<file path="config.mk">
export PLATFORM = sky130hd
export DESIGN_NAME = uart_rx
export DESIGN_NICKNAME = d
export VERILOG_FILES = /design/src/rtl/uart_rx.sv
export SDC_FILE = /design/constraint.sdc
export NUM_CORES = 1
export LEC_CHECK = 0
export ABC_AREA = 1
export CAP_MARGIN = 10
export CORE_ASPECT_RATIO = 0.8
export CORE_MARGIN = 8
export CORE_UTILIZATION = 29
export CTS_CLUSTER_SIZE = 16
export DETAILED_ROUTE_END_ITERATION = 8
export SYNTH_ARGS = -nofsm -noshare
export SYNTH_HDL_FRONTEND = slang
export SYNTH_SLANG_ARGS = --single-unit
</file>
<file path="constraint.sdc">
create_clock -name clk -period 4.1 [get_ports clk]
set_input_delay 1.025 -clock clk [delete_from_list [all_inputs] [get_ports clk]]
set_output_delay 1.025 -clock clk [all_outputs]
set_load 0.03 [all_outputs]
</file>
<file path="src/rtl/uart_rx.sv">
// uart_rx: UART receiver. Synchronises the rx pin, detects a start edge, samples
// each bit at mid-bit with a down-counting bit timer, checks parity and stop bits,
// and holds one received word for the register-bus reader.
// Ports:
//   clk, rst_n          clock, asynchronous active-low reset
//   rx                  serial line (idle high, asynchronous to clk)
//   clk_div             clk cycles per bit (values < 2 behave as 2)
//   bits_per_word       number of data bits minus 1
//   parity_en           parity bit follows the data bits
//   parity_evan_odd     1: even parity, 0: odd parity
//   two_stop_bit        check two stop bits
//   rd_en               1-cycle pulse, reader consumed data_out
//   data_out            held word, zero-extended above the top data bit
//   data_ready          word waiting in data_out
//   parity_err          parity mismatch on the held word
//   frame_err           a stop bit of the held word sampled low
//   overrun             a word completed while data_ready=1 and was dropped
//   busy                receiver is inside a frame
module uart_rx #(
    parameter int unsigned SYNC_STAGES = 2
) (
    input  logic        clk,
    input  logic        rst_n,
    input  logic        rx,
    input  logic [15:0] clk_div,
    input  logic [4:0]  bits_per_word,
    input  logic        parity_en,
    input  logic        parity_evan_odd,
    input  logic        two_stop_bit,
    input  logic        rd_en,
    output logic [15:0] data_out,
    output logic        data_ready,
    output logic        parity_err,
    output logic        frame_err,
    output logic        overrun,
    output logic        busy
);

    localparam int unsigned DW = 16;
    localparam int unsigned CW = 16;
    localparam int unsigned PW = 5;

    typedef enum logic [2:0] {
        IDLE   = 3'd0,
        START  = 3'd1,
        DATA   = 3'd2,
        PARITY = 3'd3,
        STOP   = 3'd4,
        STOP2  = 3'd5
    } state_t;

    state_t                 state_q;
    logic [SYNC_STAGES-1:0] sync_q;
    logic                   prev_q;
    logic [CW-1:0]          cnt_q;
    logic [PW-1:0]          bit_pos_q;
    logic [DW-1:0]          shreg_q;
    logic                   acc_q;
    logic                   p_bad_q;
    logic                   f_bad_q;
    logic [DW-1:0]          data_out_q;
    logic                   data_ready_q;
    logic                   parity_err_q;
    logic                   frame_err_q;
    logic                   overrun_q;
    logic                   busy_q;

    logic          line_c;
    logic          start_c;
    logic          tick_c;
    logic          complete_c;
    logic          f_fin_c;
    logic [CW-1:0] div_eff_c;

    // Sample point, start edge and final frame-error decision
    always_comb begin
        line_c     = sync_q[SYNC_STAGES-1];
        start_c    = prev_q & ~line_c;
        div_eff_c  = (clk_div < CW'(2)) ? CW'(2) : clk_div;
        tick_c     = (state_q != IDLE) && (cnt_q == CW'(1));
        f_fin_c    = (state_q == STOP2) ? (f_bad_q | ~line_c) : ~line_c;
        complete_c = tick_c && (((state_q == STOP) && !two_stop_bit) || (state_q == STOP2));
    end

    // Synchroniser, bit timer, frame FSM and the held-word registers
    always_ff @(posedge clk or negedge rst_n) begin
        if (!rst_n) begin
            state_q      <= IDLE;
            sync_q       <= '1;
            prev_q       <= 1'b1;
            cnt_q        <= '0;
            bit_pos_q    <= '0;
            shreg_q      <= '0;
            acc_q        <= 1'b0;
            p_bad_q      <= 1'b0;
            f_bad_q      <= 1'b0;
            data_out_q   <= '0;
            data_ready_q <= 1'b0;
            parity_err_q <= 1'b0;
            frame_err_q  <= 1'b0;
            overrun_q    <= 1'b0;
            busy_q       <= 1'b0;
        end else begin
            sync_q <= {sync_q[SYNC_STAGES-2:0], rx};
            prev_q <= line_c;

            if (state_q != IDLE) begin
                cnt_q <= tick_c ? div_eff_c : cnt_q - CW'(1);
            end

            case (state_q)
                IDLE: begin
                    if (start_c) begin
                        state_q   <= START;
                        busy_q    <= 1'b1;
                        bit_pos_q <= '0;
                        shreg_q   <= '0;
                        cnt_q     <= div_eff_c >> 1;
                    end
                end
                START: begin
                    if (tick_c) begin
                        // A start bit that is high again at mid-bit was a glitch
                        if (line_c) begin
                            state_q <= IDLE;
                            busy_q  <= 1'b0;
                        end else begin
                            state_q <= DATA;
                        end
                        acc_q   <= ~parity_evan_odd;
                        p_bad_q <= 1'b0;
                        f_bad_q <= 1'b0;
                    end
                end
                DATA: begin
                    if (tick_c) begin
                        shreg_q[bit_pos_q[3:0]] <= line_c;
                        acc_q                   <= acc_q ^ line_c;
                        if (bit_pos_q == bits_per_word) begin
                            state_q <= parity_en ? PARITY : STOP;
                        end else begin
                            bit_pos_q <= bit_pos_q + PW'(1);
                        end
                    end
                end
                PARITY: begin
                    if (tick_c) begin
                        p_bad_q <= (line_c != acc_q);
                        state_q <= STOP;
                    end
                end
                STOP: begin
                    if (tick_c) begin
                        f_bad_q <= ~line_c;
                        if (two_stop_bit) begin
                            state_q <= STOP2;
                        end else begin
                            state_q <= IDLE;
                            busy_q  <= 1'b0;
                        end
                    end
                end
                STOP2: begin
                    if (tick_c) begin
                        f_bad_q <= f_fin_c;
                        state_q <= IDLE;
                        busy_q  <= 1'b0;
                    end
                end
                default: begin
                    state_q <= IDLE;
                    busy_q  <= 1'b0;
                end
            endcase

            // A completing word wins over a plain read; a read frees the holding slot
            if (complete_c) begin
                if (!data_ready_q || rd_en) begin
                    data_out_q   <= shreg_q;
                    data_ready_q <= 1'b1;
                    parity_err_q <= p_bad_q;
                    frame_err_q  <= f_fin_c;
                    overrun_q    <= 1'b0;
                end else begin
                    overrun_q <= 1'b1;
                end
            end else if (rd_en && data_ready_q) begin
                data_ready_q <= 1'b0;
                parity_err_q <= 1'b0;
                frame_err_q  <= 1'b0;
                overrun_q    <= 1'b0;
            end
        end
    end

    assign data_out   = data_out_q;
    assign data_ready = data_ready_q;
    assign parity_err = parity_err_q;
    assign frame_err  = frame_err_q;
    assign overrun    = overrun_q;
    assign busy       = busy_q;

endmodule

</file>
==> impl_results.md <==
- Largest stage delay, worst path: 0.93 ns
- Fmax: 413 MHz
- Dpl ws: 1.45 ns
- Pwr Density: 547 mW/mm^2
- Layout area overhead: 23.8%
- Cts bufs inserted: 9
- EDFF count, synth: 0
- Num Clock Sinks: 67
- RSZ-0062 raised after global routing: false
- Vias per cell: 4.68
- HP Start: sync_q[0]$_DFF_PN1_
- Mapped Nets: 580
- Placed wire-length estimate: 7.44 mm
- Most frequent cell after synthesis: nand2_1
- Post-Syn Area per Cell: 7.22 sq um
- Most instantiated cells after synthesis: 159 x nand2_1, 74 x nor2_1, 64 x dfrtp_1, 60 x inv_1, 28 x o21ai_0
- Total track usage: 12.1%
- Router iterations before antenna repair: 4
- Largest cells by area after synthesis: dfrtp_1 41%, nand2_1 15%, nor2_1 7.0%, inv_1 5.7%, o21ai_0 3.6%
- Worst reg2reg path depth: 6
- Top cell type by total area after synthesis: dfrtp_1
- Clk buf depth: 2
- Crit Path Category: flip-flop to flip-flop
- CTS clock-pin slew for the worst setup and hold paths: 0.06 ns
- CP dominant cell by count: nand2_1
- Port bufs: 48
- CTS tree: built
- Leak pwr: 2.32 nW
- Share of cells above drive strength 1: 7.38%
- Vias in the first global route: 3485
- Finished Layout Cells: 776
- H-tree levels: 3
- Setup-failing EPs final: 0
- Die H: 120 um
- Cts hold-fix bufs: 0
- Cell count after placement: 760
- Remaining antenna violation count: 0
- Post-synth ARST share: 100%
- Crit path cell chain: inv_2 > nor2_2 > nand2_1 > nor2_1 > nand4_1 > nand2_1
- ANT cells: 0
- Die area: 0.0176 sq mm
- Netlist Area Pre-Place: 0.00394 sq mm
- Final worst setup slack: 1.68 ns
- FF+latch count, synth: 67
- Critical Path End Type: flip-flop
- Final Hold Vio Count: 0
- Setup TNS: 0 ns
- Share of the synthesized area in the top cell type: 40.6%
- Worst r2r src: state_q[1]$_DFFE_PN0P_
- Max-slew headroom: 35.5%
- Effective utilization at floorplan: 29.4%
- Outcome: completed
- Area of the core: 0.0134 sq mm
- Req. time, crit path: 4.37 ns
- R2r setup slk: 1.68 ns
- Synth cell types: 35
- Initial antenna violation count: 0
- Fin crit period: 2.42 ns
- Hold WC Path Type: flip-flop to flip-flop
- RR Endpoint: shreg_q[7]$_DFFE_PN0P_
- Maximum capacitance violations: 0
- Layout Nets: 625
- Synthesis warning total: 0
- Per-cell routed wire length: 13.2 um
- Element type at the critical path start: flip-flop
- Final Cycle Share: 59.1%
- Max Clock Skew: 0.00479 ns
- Gr ovfl total: 0
- Slew at the pin closest to its max-slew limit: 0.965 ns
- Drt initial violations: 330
- CTS Root Cell: clkbuf_16
- Post-Route WL: 10.3 mm
- Worst vdd rail ir drop: 0.326 mV
- Post-cts repair resize count: 0
- Post-CTS Repair Setup Buffers: 0
- Sequential share of the synthesized area: 42.6%
- CP max FO: 22
- Die X: 146 um
- Post-synthesis cell count: 546
- Slowest cell on crit path: nor2_1
- Worst EP arrival: 2.69 ns
- Hold path cells: 0
- Clock latency at the later pin of the worst-skew pair: 0.33 ns
- Vias: 3628
- Residual DRC: 0
- Largest net degree at the start of global routing: 44
- Row count: 38
- GP Congestion: 0.842
- Global-route wire length before repair: 17.6 mm
- Hold path endpoint: sync_q[1]$_DFF_PN1_
- Pins Over Slew Limit: 0
- Synth Flop Type: dfrtp_1
- # IOs: 49
## layer usage
metal | GRT usage, % | vias to the layer above | part of all wire, %
met5 | 0 | - | 0
met4 | 4.82 | 0 | 1.4
met3 | 1.94 | 11 | 3.3
met2 | 17.6 | 71 | 42
met1 | 17.5 | 1683 | 53
li1 | - | 1863 | -
## kinds of logic after synthesis
| family | share of synthesized area (%) |
|---|---|
| buffers and inverters | 8.79 |
| adders and majority gates | 1.90 |
| DFF | 42.6 |
| xor gates and xnor gates | 2.00 |
| AOI/OAI and AO/OA | 11.7 |
| and+or+nand+nor | 32.7 |
| muxes | 0.254 |
## placed cells by master (no fill, tap or decap), types with 15 or more instances in the layout
| cell | synthesis | routed |
|---|---|---|
| dfrtp_1 | 64 | 64 |
| clkdlybuf4s50_1 | 0 | 47 |
| o211ai_1 | 16 | 16 |
| nand2_1 | 159 | 159 |
| nand3_1 | 27 | 27 |
| inv_1 | 60 | 60 |
| a21oi_1 | 15 | 15 |
| nor2_1 | 74 | 74 |
| nand4_1 | 20 | 20 |
| o21ai_0 | 28 | 28 |
## per-stage QoR
stage	power (mW)	utilization, %	instance area, sq um	hold slack, ns
6_report	2.67	36.4	4880	0.356
4_1_cts	2.69	36.4	4880	0.356
3_3_place_gp	1.85	34.1	4570	0.347
3_5_place_dp	1.88	34.1	4570	0.348
5_1_grt	2.87	36.4	4880	0.364
2_1_floorplan	1.65	-	3940	0.345
## flip-flops by register name, indices dropped and copies added (netlist names)
register,cells
p_bad_q,1
parity_err,1
overrun,1
bit_pos_q,5
data_out,16
shreg_q,16
cnt_q,16
frame_err,1
sync_q,2
state_q,3
acc_q,1
busy,1
prev_q,1
data_ready,1
f_bad_q,1
## critical path: cells and delay by family (launching register included)
family                 cells  cell delay [ns]
DFF                        1             0.39
buffers and inverters      1             0.11
and+or+nand+nor            5             1.86
## cell type report
| cell class | count | area, sq um |
|---|---|---|
| inverter | 69 | 260 |
| clock buffer | 9 | 225 |
| tap | 180 | 225 |
| clock inverter | 7 | 82.6 |
| fill | 1424 | 8530 |
| multi-input combinational | 394 | 1920 |
| sequential | 67 | 1680 |
| timing repair buffer | 50 | 490 |
## power by group
part / internal (mW) / total [mW] / leakage (nW) / switching (mW)
Clock: 0.480 / 0.797 / 0.151 / 0.316
Sequential: 0.760 / 0.858 / 0.871 / 0.0981
Combinational: 0.314 / 1.02 / 1.30 / 0.702
Total: 1.55 / 2.67 / 2.32 / 1.12
## how the worst max path moves through the flow
stage / slack [ns] / start / to / cells past startpoint
global placement: 1.47 / two_stop_bit / frame_err$_DFFE_PN0P_ / 8
detailed placement: 1.45 / two_stop_bit / data_out[15]$_DFFE_PN0P_ / 8
global route: 1.48 / state_q[2]$_DFFE_PN0P_ / shreg_q[15]$_DFFE_PN0P_ / 7
finish: 1.68 / state_q[1]$_DFFE_PN0P_ / shreg_q[7]$_DFFE_PN0P_ / 6
floorplan: 2.25 / two_stop_bit / data_out[10]$_DFFE_PN0P_ / 8
CTS: 1.66 / data_ready$_DFFE_PN0P_ / data_ready / 1
(Power assumes the default switching activity.)
